$ cat src/rtl/inta_responder.sv
// 8086-mode interrupt-acknowledge responder: IRR/ISR bookkeeping, fixed priority
// (IR0 highest), INT generation and two-pulse INTA vector delivery.
//
// state | meaning
// IDLE  | tracking requests, int_out follows req_ok
// ACK1  | first INTA seen, level committed, waiting for second falling edge
// ACK2  | vector driven on the bus until INTA rises
module inta_responder #(
    parameter int VEC_W    = 8,
    parameter int SPUR_LVL = 7
) (
    input  logic             clk,
    input  logic             rst_n,
    input  logic [7:0]       ir_req,
    input  logic [7:0]       imr,
    input  logic [4:0]       vec_base,
    input  logic             aeoi,
    input  logic             eoi,
    input  logic             inta_n,
    output logic             int_out,
    output logic [VEC_W-1:0] data_out,
    output logic             data_oe,
    output logic [7:0]       irr,
    output logic [7:0]       isr
);

    typedef enum logic [1:0] {IDLE, ACK1, ACK2} state_t;

    localparam logic [2:0] SPUR_SEL = 3'(SPUR_LVL);

    state_t     state;
    logic       inta_q;
    logic [2:0] sel;
    logic       spur;

    logic       fall;
    logic       rise;
    logic [7:0] pend;
    logic [2:0] win;
    logic [3:0] top_isr;
    logic       req_ok;
    logic [7:0] isr_next;

    assign fall   = inta_q & ~inta_n;
    assign rise   = ~inta_q & inta_n;
    assign pend   = irr & ~imr;
    assign req_ok = (pend != 8'd0) && ({1'b0, win} < top_isr);

    always_comb begin
        win     = 3'd0;
        top_isr = 4'd8;
        for (int i = 7; i >= 0; i--) begin
            if (pend[i]) win = 3'(i);
            if (isr[i])  top_isr = 4'(i);
        end
    end

    // EOI works on the pre-existing top_isr; the first-INTA set is applied
    // last so a newly committed level survives a coincident EOI.
    always_comb begin
        isr_next = isr;
        if (eoi && top_isr != 4'd8)
            isr_next[top_isr[2:0]] = 1'b0;
        if (state == ACK2 && rise && aeoi && !spur)
            isr_next[sel] = 1'b0;
        if (state == IDLE && fall && pend != 8'd0)
            isr_next[win] = 1'b1;
    end

    always_ff @(posedge clk or negedge rst_n) begin
        if (!rst_n) begin
            state    <= IDLE;
            inta_q   <= 1'b1;
            sel      <= 3'd0;
            spur     <= 1'b0;
            irr      <= 8'd0;
            isr      <= 8'd0;
            int_out  <= 1'b0;
            data_out <= '0;
            data_oe  <= 1'b0;
        end else begin
            inta_q <= inta_n;
            isr    <= isr_next;
            case (state)
                IDLE: begin
                    irr     <= ir_req;
                    int_out <= req_ok;
                    if (fall) begin
                        state   <= ACK1;
                        int_out <= 1'b0;
                        if (pend != 8'd0) begin
                            sel      <= win;
                            spur     <= 1'b0;
                            irr[win] <= 1'b0;
                        end else begin
                            sel  <= SPUR_SEL;
                            spur <= 1'b1;
                        end
                    end
                end
                ACK1: begin
                    int_out <= 1'b0;
                    // A falling edge here implies INTA already went high again.
                    if (fall) begin
                        data_out <= {vec_base, sel};
                        data_oe  <= 1'b1;
                        state    <= ACK2;
                    end
                end
                ACK2: begin
                    int_out <= 1'b0;
                    if (rise) begin
                        data_oe <= 1'b0;
                        state   <= IDLE;
                    end
                end
                default: state <= IDLE;
            endcase
        end
    end

endmodule

$ cat config.mk
export PLATFORM = sky130hd
export DESIGN_NAME = inta_responder
export DESIGN_NICKNAME = d
export VERILOG_FILES = /design/src/rtl/inta_responder.sv
export SDC_FILE = /design/constraint.sdc
export NUM_CORES = 1
export LEC_CHECK = 0
export ABC_AREA = 1
export CAP_MARGIN = 15
export CORE_UTILIZATION = 35
export DETAILED_ROUTE_END_ITERATION = 16
export PLACE_DENSITY = 0.7
export SYNTH_ARGS = -nofsm -noshare
export SYNTH_HDL_FRONTEND = slang
export SYNTH_SLANG_ARGS = --single-unit
$ cat constraint.sdc
create_clock -name clk -period 2 [get_ports clk]
set_input_delay 0.4 -clock clk [delete_from_list [all_inputs] [get_ports clk]]
set_output_delay 0.4 -clock clk [all_outputs]
set_load 0.05 [all_outputs]
==> key figures <==
Outcome
  – Status: complete, no violations

STA
  – Fin Hold WS: 0.481 ns
  – Slew @ Worst Pin: about 0.51 ns
  – Setup violators final: 0
  – Max-slew headroom at the worst pin: 0.656
  – Crit path time final: 1.91 ns
  – Fin. Hold Viols: 0
  – Worst Skew: 0.00339 ns
  – FMAX: between 0.5 and 0.6 GHz
  – Final cycle utilization of the critical path: 0.954
  – Unrepaired setup endpoints after global routing: false
  – Slew Limit Fails: 0

Global routing
  – Antenna violations before repair: 0
  – Grt ovf: 0
  – Vias in the first global route: about 1600
  – Largest net degree at the start of global routing: 34
  – Global-route wire length before repair: about 7400 um
  – Overall routing resource usage: 0.174

Synthesis
  – Most frequent cell after synthesis: nand2_1
  – YS warnings: 0
  – Area leader, netlist: dfrtp_1
  – XOR/XNOR Fraction of Synth Area: 0
  – Async SR Flop Fraction: 1.00
  – Post-synthesis simple-gate area fraction: 0.277
  – Synth Area in Compound Gates: 0.158
  – Synth cell types: 34
  – Largest family of logic cells by synthesized area: simple AND/OR/NAND/NOR gates
  – Synth Area in Adders: 0.0399
  – Largest cells by area after synthesis: dfrtp_1 (43%), nand2_1 (13%), inv_1 (6.6%)
  – Mapped cell area: between 1500 and 2000 um2
  – Syn_nets: approximately 270
  – Mux cell area share after synthesis: 0
  – Synth top area share: 0.426
  – Synth cell count leaders: nand2_1 (66), inv_1 (33), dfrtp_1 (32)
  – Top_reg_cell synth: dfrtp_1
  – EDFF count, synth: 0
  – Cells after synthesis: 237
  – Seq/Total Area, Yosys: 0.439
  – Avg Cell Area, Syn: slightly below 8 um2
  – Number of synthesized register bits: 33

Place
  – DP HPWL: between 3000 and 4000 um
  – Cells after DPL: about 370
  – Placer Congestion: slightly above 0.8
  – # port buffers: around 50

Die
  – IO Pins: 52
  – Cell Rows: 26
  – Die width: ~75 um
  – Die area: 5670 um2
  – Core area: around 5100 um2
  – Initial Util: 0.366
  – Die Ht: 75.3 um

Detailed routing
  – WL/cell: between 10 and 15 um
  – DRT Wirelength: 4520 um
  – DRC viols: 0
  – DRT iter0 DRCs: 93
  – Routed via count: between 1500 and 2000
  – Pre-Repair DR Iteration Count: 6
  – Vias/cell: between 4 and 5
  – Antenna Nets Post-Route: 0

Clock network
  – Num CTS Buffers: 5
  – Root Buffer: clkbuf_8
  – Clock-pin slew on the worst setup and hold paths: about 0.070 ns
  – Postcts setup bufs: 0
  – H-Tree Level Count: 2
  – Clock sink total: 33
  – Hold buffer count at CTS: 0
  – PostCTS Resize Cnt: 0
  – Clk_lat worst skew: approximately 0.28 ns
  – Clock Tree Buf Depth: 2
  – CTS tree: built

Final layout
  – Layout area overhead: 42.2%
  – Fin cells: 380
  – Antenna cells: 0
  – Nets@finish: ~340
  – Seq. cell area: 827 um2
  – Area occupied by multi-input gates: ~900 um2
  – Fill cell count: about 520
  – Share of layout cells above drive strength 1: 0.168

Worst setup path
  – Req. time, crit path: ~1.6 ns
  – Worst r2r src: state[0]
  – Worst R2R Path Depth: 7
  – CP Cell Sequence: clkdlybuf4s50_1
  – CP max stage cell: clkdlybuf4s50_1
  – Crit. End Element: output pin
  – Crit-path max cell delay: around 0.8 ns
  – CP bufs+invs: 1
  – Critical Path Fanout Max: 4
  – Cell family with the largest share of critical-path delay: buffers and inverters
  – Kind of critical path: register to output pin
  – CP Launch Type: register
  – R2r setup slk: 0.27 ns
  – Terminus of the critical flop-to-flop path: isr[5]
  – WP data arrival: 1.51 ns

Power
  – Leak: around 1.3 nW
  – Max VDD drop: 0.790 mV
  – Pwr dens: around 1800 nW/um2
  – Power Total: about 0.0048 W

Worst hold path
  – Worst min path class: register to register
  – Hold Crit Depth: 2
  – Hold EP: data_out[5]
  – Hold Startpoint: data_out[5]

Run
  – Max-cap violations: 0
-- per-layer routing --
metal | vias up | wire length (um) | global-route usage
li1 | 906 | - | -
met2 | 42 | 2200 | 0.291
met3 | 4 | 184 | 0.0384
met5 | - | 0 | 0
met1 | 811 | 2110 | 0.235
met4 | 0 | 27 | 0.0309
-- where the power goes --
group          switching (W)  total, W  internal, W  leakage (nW)
logic                0.00201   0.00311      0.00109         0.807
registers           0.000208   0.00118     0.000968         0.411
clock network       0.000248  0.000488     0.000240        0.0439
total                0.00247   0.00477      0.00230          1.26
-- registers in the layout (all words and copies together) (netlist names) --
name and flops:
inta_q 1, data_oe 1, irr 8, data_out 8
sel 3, state 2, spur 1, isr 8
int_out 1
-- stage by stage --
stage / setup WS [ns] / cell area (um2) / utilization / TNS, ns
2_1_floorplan: 0.0697 / 1880 / - / 0
3_3_place_gp: -0.0644 / 2590 / 0.504 / -0.0644
3_5_place_dp: -0.114 / 2590 / 0.504 / -0.145
4_1_cts: 0.0933 / 2680 / 0.521 / 0
5_1_grt: 0.0502 / 2680 / 0.521 / 0
6_report: 0.0923 / 2680 / 0.521 / 0
-- logic make-up after synthesis --
logic type | count (synthesis)
adders and majority gates | 6
and+or+nand+nor | 111
buffers and inverters | 41
DFF | 33
AOI/OAI and AO/OA | 46
-- area by class of cell --
class | instances | share of cell area
clock inverter | 3 | 0.00655
tap | 70 | 0.0327
multi-input combinational | 163 | 0.334
sequential | 33 | 0.309
inverter | 38 | 0.0542
timing repair buffer | 68 | 0.237
clock buffer | 5 | 0.0257
-- worst max-delay path by stage --
stage / start / endpoint / slack (ns) / depth (start not counted)
6_report: isr[7] / isr[7] / 0.09 / 1
5_1_grt: isr[7] / isr[7] / 0.05 / 1
4_1_cts: isr[7] / isr[7] / 0.09 / 1
3_5_place_dp: imr[6] / int_out / -0.11 / 11
3_3_place_gp: imr[6] / int_out / -0.06 / 11
2_1_floorplan: irr[1] / int_out / 0.07 / 11
-- placed cells by master (no fill, tap or decap), drive strengths merged, types with 4 or more instances in the layout --
master / synthesis / layout
dfrtp: 32 / 32
clkbuf: 2 / 5
o21ai: 27 / 27
nand2: 71 / 71
buf: 1 / 18
a21oi: 5 / 5
nand3: 11 / 11
ha: 6 / 6
or2: 4 / 4
clkdlybuf4s50: 0 / 50
nor2: 21 / 21
inv: 38 / 38
Note: power is estimated with default switching activity, not from simulation.
